## src/rtl/voice_allocator.sv

```systemverilog
// Polyphonic voice allocator: maps note-on/note-off events onto envelope voices
// using LRU ranks, forcing a gate-low gap on retrigger or steal.
module voice_allocator #(
    parameter int VOICES     = 4,
    parameter int NOTE_WIDTH = 7,
    parameter int RETRIG_GAP = 2
) (
    input  logic                         clk,
    input  logic                         reset,
    input  logic                         evt_valid,
    output logic                         evt_ready,
    input  logic                         evt_on,
    input  logic [NOTE_WIDTH-1:0]        evt_note,
    input  logic [VOICES-1:0]            voice_active,
    output logic [VOICES-1:0]            gate,
    output logic [VOICES*NOTE_WIDTH-1:0] voice_note,
    output logic                         stolen
);

    localparam int RW = $clog2(VOICES);
    localparam int GW = (RETRIG_GAP > 1) ? $clog2(RETRIG_GAP) : 1;
    localparam logic [GW-1:0] GAP_LAST = GW'(RETRIG_GAP - 1);

    typedef enum logic [1:0] {IDLE, SELECT, GAP, APPLY} stateT;

    stateT                 state;
    logic                  evtReadyR;
    logic                  evtOnR;
    logic [NOTE_WIDTH-1:0] evtNoteR;
    logic                  hitR;
    logic                  stealR;
    logic                  stolenR;
    logic [VOICES-1:0]     gateR;
    logic [NOTE_WIDTH-1:0] noteR [VOICES];
    logic [RW-1:0]         rank  [VOICES];
    logic [RW-1:0]         target;
    logic [GW-1:0]         gapCnt;

    logic                  heldFound, relFound, freeFound, oldRelFound, oldHeldFound;
    logic [RW-1:0]         heldK, relK, freeK, oldRelK, oldHeldK;
    logic [RW-1:0]         oldRelRank, oldHeldRank;
    logic [RW-1:0]         selK;
    logic                  selHit;
    logic                  selSteal;

    // Candidate search for every priority class in one pass; the mux below picks the winner.
    always_comb begin
        heldFound    = 1'b0;
        heldK        = '0;
        relFound     = 1'b0;
        relK         = '0;
        freeFound    = 1'b0;
        freeK        = '0;
        oldRelFound  = 1'b0;
        oldRelK      = '0;
        oldRelRank   = '0;
        oldHeldFound = 1'b0;
        oldHeldK     = '0;
        oldHeldRank  = '0;
        for (int unsigned i = 0; i < VOICES; i++) begin
            if (gateR[i]) begin
                if (!heldFound && noteR[i] == evtNoteR) begin
                    heldFound = 1'b1;
                    heldK     = i[RW-1:0];
                end
                if (!oldHeldFound || rank[i] > oldHeldRank) begin
                    oldHeldFound = 1'b1;
                    oldHeldK     = i[RW-1:0];
                    oldHeldRank  = rank[i];
                end
            end else begin
                if (!relFound && noteR[i] == evtNoteR) begin
                    relFound = 1'b1;
                    relK     = i[RW-1:0];
                end
                if (!freeFound && !voice_active[i]) begin
                    freeFound = 1'b1;
                    freeK     = i[RW-1:0];
                end
                if (!oldRelFound || rank[i] > oldRelRank) begin
                    oldRelFound = 1'b1;
                    oldRelK     = i[RW-1:0];
                    oldRelRank  = rank[i];
                end
            end
        end

        selK     = '0;
        selHit   = 1'b1;
        selSteal = 1'b0;
        if (!evtOnR) begin
            selK   = heldK;
            selHit = heldFound;
        end else if (heldFound) begin
            selK = heldK;
        end else if (relFound) begin
            selK = relK;
        end else if (freeFound) begin
            selK = freeK;
        end else if (oldRelFound) begin
            selK = oldRelK;
        end else begin
            selK     = oldHeldK;
            selSteal = 1'b1;
        end
    end

    always_ff @(posedge clk) begin
        if (!reset) begin
            state     <= IDLE;
            evtReadyR <= 1'b0;
            evtOnR    <= 1'b0;
            evtNoteR  <= '0;
            hitR      <= 1'b0;
            stealR    <= 1'b0;
            stolenR   <= 1'b0;
            gateR     <= '0;
            target    <= '0;
            gapCnt    <= '0;
            for (int unsigned i = 0; i < VOICES; i++) begin
                noteR[i] <= '0;
                rank[i]  <= i[RW-1:0];
            end
        end else begin
            stolenR <= 1'b0;
            case (state)
                IDLE: begin
                    if (evtReadyR && evt_valid) begin
                        evtOnR    <= evt_on;
                        evtNoteR  <= evt_note;
                        evtReadyR <= 1'b0;
                        state     <= SELECT;
                    end else begin
                        evtReadyR <= 1'b1;
                    end
                end
                SELECT: begin
                    target <= selK;
                    hitR   <= selHit;
                    stealR <= selSteal;
                    if (evtOnR && gateR[selK]) begin
                        gateR[selK] <= 1'b0;
                        gapCnt      <= '0;
                        state       <= GAP;
                    end else begin
                        state <= APPLY;
                    end
                end
                GAP: begin
                    if (gapCnt == GAP_LAST) begin
                        stolenR <= stealR;
                        state   <= APPLY;
                    end else begin
                        gapCnt <= gapCnt + 1'b1;
                    end
                end
                APPLY: begin
                    if (hitR) begin
                        gateR[target] <= evtOnR;
                        if (evtOnR) noteR[target] <= evtNoteR;
                        for (int unsigned i = 0; i < VOICES; i++) begin
                            if (rank[i] < rank[target]) rank[i] <= rank[i] + 1'b1;
                        end
                        rank[target] <= '0;
                    end
                    evtReadyR <= 1'b1;
                    state     <= IDLE;
                end
                default: state <= IDLE;
            endcase
        end
    end

    assign evt_ready = evtReadyR;
    assign gate      = gateR;
    assign stolen    = stolenR;

    for (genvar v = 0; v < VOICES; v++) begin : g_note
        assign voice_note[v*NOTE_WIDTH +: NOTE_WIDTH] = noteR[v];
    end

endmodule
```

## config.mk

```make
export PLATFORM = sky130hd
export DESIGN_NAME = voice_allocator
export DESIGN_NICKNAME = d
export VERILOG_FILES = /design/src/rtl/voice_allocator.sv
export SDC_FILE = /design/constraint.sdc
export NUM_CORES = 1
export LEC_CHECK = 0
export ABC_CLOCK_PERIOD_IN_PS = 4710
export CORE_MARGIN = 8
export CORE_UTILIZATION = 50
export CTS_BUF_LIST = sky130_fd_sc_hd__clkbuf_4 sky130_fd_sc_hd__clkbuf_8
export DETAILED_ROUTE_END_ITERATION = 8
export GPL_TIMING_DRIVEN = 0
export PLACE_DENSITY = 0.76
export REMOVE_ABC_BUFFERS = 1
export SYNTH_ARGS = -nofsm -noshare
export SYNTH_HDL_FRONTEND = slang
export SYNTH_SLANG_ARGS = --single-unit
```

## constraint.sdc

```tcl
create_clock -name clk -period 4.71 [get_ports clk]
set_input_delay 0.942 -clock clk [delete_from_list [all_inputs] [get_ports clk]]
set_output_delay 0.942 -clock clk [all_outputs]
set_load 0.05 [all_outputs]
```

==> impl_metrics.ini, run 1 <==
[die]
initial_core_util_pct = 52.0
rows = 31
die_w_microns = 103
dieHeight_microns = 103
ios = 49
die_area_sq_mm = 0.0106
core-area_sq_mm = 0.00729

[job]
drv_cap = 0

[sta]
fin_ws_ns = -0.0857
fmax_mhz = 209
post-route-min-period_ns = 4.80
skew_ns = 0.0101
hold_viol = 0
setup_viol = 5
relSlewSlack_pct = 32.0
maxSlewViolCount = 0
tns_ns = -0.291
tightest_slew_ns = 1.01
min_period_over_period_pct = 102
rsz0062_at_grt = true

[synth]
synthDistinctLibCells = 63
netlist_instances = 413
synthTopCellsByArea = edfxtp_1 (22%), dfxtp_1 (16%), ha_1 (6.6%)
syn_area_per_cell_sq_um = 9.17
synth_most_common_cell = dfxtp_1
ys.flop_type = dfxtp_1
synth_area_sq_mm = 0.00379
synth_top_cell_by_area = edfxtp_1
yosysTopAreaCellShare_pct = 22.2
synth_warnings = 0
ys_ff_latch = 59
synth_common_cells = dfxtp_1 (31), nand2_1 (29), nor2_1 (29)
yosysSeqAreaShare_pct = 38.6
synth_edf_count = 28
synthArstFlopShare_pct = 0

[worst_setup_path]
max_stage_delay_ns = 0.42
ff2ff_setup_slack_ns = -0.09
crit_type = register to register
worstPathCellList = buf_6 -> inv_8 -> nand2_4 -> ha_4 -> nor2b_4 -> o31ai_4 -> nor2_2 -> a31oi_2 -> ha_1 -> buf_6 -> a2bb2oi_2 -> o21a_1 -> mux2_4 -> ha_4 -> nor2b_4 -> o21a_1 -> or3_4 -> o21ba_4 -> o21a_4 -> a21oi_4 -> o31ai_4 -> buf_4 -> o21ai_4 -> a311oi_1
cp.required_ns = 4.93
critPathLaunchType = register
critPathTopFamily = compound AO/OA/AOI/OAI gates
cp_max_fo = 8
crit_path_end_kind = register
arrival_ns = 5.02
path_buf_inv = 4
critical-path-slowest-cell = dfxtp_4

[routing]
vias_per_cell = 6.07
drt-initial-drc-count = 306
wire_per_inst_microns = 18.1
ant_nets = 0
drt_wl_total_microns = 10500
dr.pass1.iters = 5
vias = 3506
drc = 0

[finish]
antenna_cells = 0
drive_gt1_share_pct = 20.5
final_cell_area_sq_mm = 0.00500
final_cells = 578
area_growth_pct = 32.0
nNetsFinal = 509
fill_cells = 570

[grt]
antenna_found_initial = 0
grt_max_degree = 29
grt_use_total_pct = 19.8
grt_pass1_vias = 3343
grt_first_pass_wirelength_microns = 16400
overflow = 0

[clock_network]
clk_pin_slew_ns = 0.08
h-tree-depth = 3
clk_path_buf_depth = 2
clock-sinks = 59
clock_latency_ns = 0.35
cts_root_buffer = clkbuf_8
cts_tree = yes
cts_buffers = 9
cts_hold_buf = 0

[place]
dp_worst_setup_slack_ns = -1.28
port_buffers = 48
place_congestion = 0.861
place_area_sq_mm = 0.00429
hpwl_microns = 7120
placed_cells = 537

[power_and_ir_drop]
peakVddDrop_uv = 302
leakage_nw = 1.90
power.total_mw = 1.73
p_per_area_mw_per_mm2 = 347

[run_status]
status = complete, but fails checks
violations = setup timing

[min_path]
hold_class = register to register
==> registers in the layout (all words and copies together) (netlist names), named ones only <==
| register | flops |
|---|---|
| noteR | 28 |
| gapCnt | 1 |
| evtNoteR | 7 |
| gate | 4 |
| evt_ready | 1 |
| state | 2 |
| stealR | 1 |
| evtOnR | 1 |
| stolen | 1 |
| rank | 8 |
| hitR | 1 |
| target | 2 |
==> per-stage QoR <==
stage / hold slack [ns] / util (%)
2_1_floorplan: 0.442 / -
6_report: 0.515 / 68.6
3_5_place_dp: 0.498 / 58.9
3_3_place_gp: 0.491 / 58.9
4_1_cts: 0.514 / 66.0
5_1_grt: 0.538 / 68.6
==> cells in the final DEF, fill, tap and decap left out, types with 7 or more instances in the layout <==
| cell type | count |
|---|---|
| clkbuf_8 | 9 |
| mux2i_1 | 9 |
| clkdlybuf4s50_1 | 48 |
| nor2b_1 | 7 |
| xnor2_1 | 26 |
| and3_1 | 21 |
| a21oi_1 | 18 |
| edfxtp_1 | 28 |
| and2_1 | 11 |
| nand3_1 | 11 |
| nor3_1 | 13 |
| inv_1 | 16 |
| buf_4 | 20 |
| nor2_1 | 27 |
| dfxtp_1 | 27 |
| nand2_1 | 27 |
| ha_1 | 17 |
| o21ai_0 | 15 |
==> worst paths after layout <==
check / to / from / cells after the start
max: gate[3] / gate[0] / 24
min: rank[0][0] / rank[0][0] / 2
max reg2reg: gate[3] / gate[0] / 24
min reg2reg: rank[0][0] / rank[0][0] / 2
==> tightest hold or removal path, cell delays in order (launching register included) <==
cell      delay, ns
dfxtp_2        0.35
nand2b_1       0.07
a21oi_1        0.05
==> final cells by class <==
cell class	count	area, sq um	area share, %
flip-flops and latches	59	1470	29.4
inverters	19	78.8	1.58
multi-input cells	312	2440	48.8
clock inverters	7	76.3	1.53
well taps	99	124	2.48
clock buffers	9	124	2.48
repair buffers	73	687	13.7
==> kinds of logic (layout without fill, tap and decap cells) <==
group | after synthesis | after routing | share of synthesized area [%]
AO/OA/AOI/OAI | 95 | 95 | 17.9
AND/OR/NAND/NOR | 155 | 155 | 21.5
adder cells (fa/ha/maj) | 20 | 20 | 6.61
XOR/XNOR | 29 | 29 | 6.70
buffers and inverters | 42 | 108 | 4.56
flip-flops | 59 | 59 | 38.6
multiplexers | 13 | 13 | 4.16
==> report_power, final <==
group	internal, mW	switching [mW]
registers	0.576	0.0774
clock network	0.248	0.234
logic	0.245	0.353
==> what timing repair did <==
| item | 4_1_cts | 5_1_grt |
|---|---|---|
| gates resized for setup | 49 | 24 |
| endpoints found under the setup margin | 10 | 8 |
| setup buffers | 15 | 9 |
| hold endpoints to repair | 0 | 0 |
| pin swaps | 31 | 29 |
==> metal layers <==
metal | GRT usage (%) | part of all wire (%) | up-vias
li1 | - | - | 1630
met1 | 24.1 | 41 | 1682
met2 | 33.1 | 49 | 160
met3 | 3.51 | 6.9 | 34
met4 | 9.45 | 2.5 | 0
met5 | 0 | 0 | -
(Power assumes the default switching activity.)
==> run 2, diff against run 1 <==
--- a/config.mk
+++ b/config.mk
@@ -6,7 +6,7 @@
 export NUM_CORES = 1
 export LEC_CHECK = 0
 export ABC_CLOCK_PERIOD_IN_PS = 4710
-export CORE_MARGIN = 8
+export CORE_MARGIN = 3
 export CORE_UTILIZATION = 50
 export CTS_BUF_LIST = sky130_fd_sc_hd__clkbuf_4 sky130_fd_sc_hd__clkbuf_8
 export DETAILED_ROUTE_END_ITERATION = 8
==> run 2 against run 1 <==
  * Die area is 18% lower
  * Maximum frequency is 0.16% lower
  * The run still ends with setup timing left
  * Critical path type unchanged
  * Design area is 1.2% higher
==> impl_metrics.ini, run 2 (same netlist as run 1, synthesis figures left out) <==
[sta]
holdWs_ns = 0.510
post-route-min-period_ns = 4.80
rsz0062_at_grt = true
tightest_slew_ns = 1.37
hold_viol = 0
fmax_mhz = 208
setup_viol = 6
fin_ws_ns = -0.0935
min_period_over_period_pct = 102
skew_ns = 0.00812
maxSlewViolCount = 0
relSlewSlack_pct = 8.33

[die]
die_area_sq_mm = 0.00866
die_w_microns = 93.0
core-area_sq_mm = 0.00729
rows = 31
initial_core_util_pct = 52.0
ios = 49
dieHeight_microns = 93.0

[routing]
drt-initial-drc-count = 269
dr.pass1.iters = 5
wire_per_inst_microns = 18.5
ant_nets = 0
drt_wl_total_microns = 10700
drc = 0
vias_per_cell = 5.98
vias = 3470

[finish]
nNetsFinal = 511
largest_reg_flops = 28
final_cell_mix = clkdlybuf4s50_1 (48), nor2_1 (28), edfxtp_1 (28), nand2_1 (27), dfxtp_1 (27)
drive_gt1_share_pct = 21.6
antenna_cells = 0
area_growth_pct = 33.6
max_flop_register = noteR
final_common_cell = clkdlybuf4s50_1
final_util_pct = 69.4
reg.largest.list = noteR: 28 flops, rank: 8 flops, evtNoteR: 7 flops

[worst_setup_path]
critPathTopFamily = compound AO/OA/AOI/OAI gates
path_buf_inv = 1
crit_type = register to register
max_stage_delay_ns = 0.46
cp_max_fo = 5
critPathLaunchType = register
arrival_ns = 5.04
worstPathCellList = nand2_4 -> ha_4 -> nor2b_2 -> o311ai_4 -> nor2_1 -> a31oi_2 -> ha_1 -> nor2b_4 -> o21a_1 -> o21ai_2 -> mux2_4 -> ha_4 -> nand2_1 -> o21ai_2 -> a31oi_1 -> nand2_1 -> a2111oi_4 -> o211ai_4 -> o31ai_4 -> buf_6 -> o21ai_4 -> a221oi_2
cp.required_ns = 4.95
crit_path_end_kind = register
critical-path-slowest-cell = a2111oi_4

[grt]
grt_first_pass_wirelength_microns = 16600
antenna_found_initial = 0
grt_pass1_vias = 3409
grt_max_degree = 29
overflow = 0
grt_use_total_pct = 24.4

[place]
hpwl_microns = 6930
port_buffers = 48
place_congestion = 0.909

[min_path]
hold_class = register to register

[clock_network]
clock-sinks = 59
cts_root_buffer = clkbuf_8
h-tree-depth = 3
cts_buffers = 9
clk_path_buf_depth = 2
clock_latency_ns = 0.34
clk_pin_slew_ns = 0.07
cts_tree = yes

[run_status]
violations = setup timing
status = complete, but fails checks

[power_and_ir_drop]
leakage_nw = 1.91
p_per_area_mw_per_mm2 = 355
peakVddDrop_uv = 255

[job]
drv_cap = 0
-- run 2: changes by cell type in the layout (fill, tap and decap cells not counted), sizes merged --
cell	delta
buf	+1
clkbuf	+2
inv	-2
clkinvlp	-1
o211ai	+1
bufinv	+1
-- run 2: path summary, 6_finish.rpt --
path,to,start,slack [ns],cells past startpoint
setup / recovery,state[0],gate[0],-0.09,22
hold / removal,rank[0][0],rank[0][0],0.51,2
setup reg to reg,state[0],gate[0],-0.09,22
hold reg to reg,rank[0][0],rank[0][0],0.51,2
-- run 2: cell type report --
class	instances	area (sq um)
Fill cell	554	2230
Sequential cell	59	1470
Tap cell	99	124
Clock buffer	11	139
Inverter	19	78.8
Multi-Input combinational cell	313	2480
Timing Repair Buffer	74	691
Clock inverter	5	77.6
-- run 2: report_power, final --
part,switching (mW),internal (mW),total [mW]
logic,0.366,0.258,0.624
clock network,0.207,0.308,0.515
registers,0.0831,0.576,0.659
-- run 2: what timing repair did --
action / 4_1_cts / 5_1_grt
gates resized for setup: 54 / 23
gates cloned: 1 / 0
pin swaps: 33 / 27
hold endpoints to repair: 0 / 0
setup endpoints to repair: 10 / 8
hold buffers: 0 / 0
setup buffers: 19 / 7
-- run 2: worst min-delay path: stages, from the launching register on --
cell	delay, ns
dfxtp_2	0.35
nand2b_1	0.07
a21oi_1	0.05
-- run 2: layer usage --
layer	global-route usage (%)	vias up	wire length (microns)
met3	5.55	14	669
met4	8.55	0	151
met1	31.7	1686	4500
met5	0	-	0
li1	-	1644	-
met2	39.8	126	5400
-- run 2: metrics by stage --
stage | total power, mW | instance area (sq um) | setup WS [ns] | instances | TNS, ns
after floorplan | 1.02 | 3690 | -0.574 | 390 | -3.16
after global placement | 1.14 | 4290 | -1.12 | 537 | -8.02
after detailed placement | 1.16 | 4290 | -1.25 | 537 | -9.24
after CTS | 1.75 | 4900 | -0.0172 | 573 | -0.0378
after global routing | 1.88 | 5060 | -0.279 | 580 | -1.59
final | 1.80 | 5060 | -0.0935 | 580 | -0.428
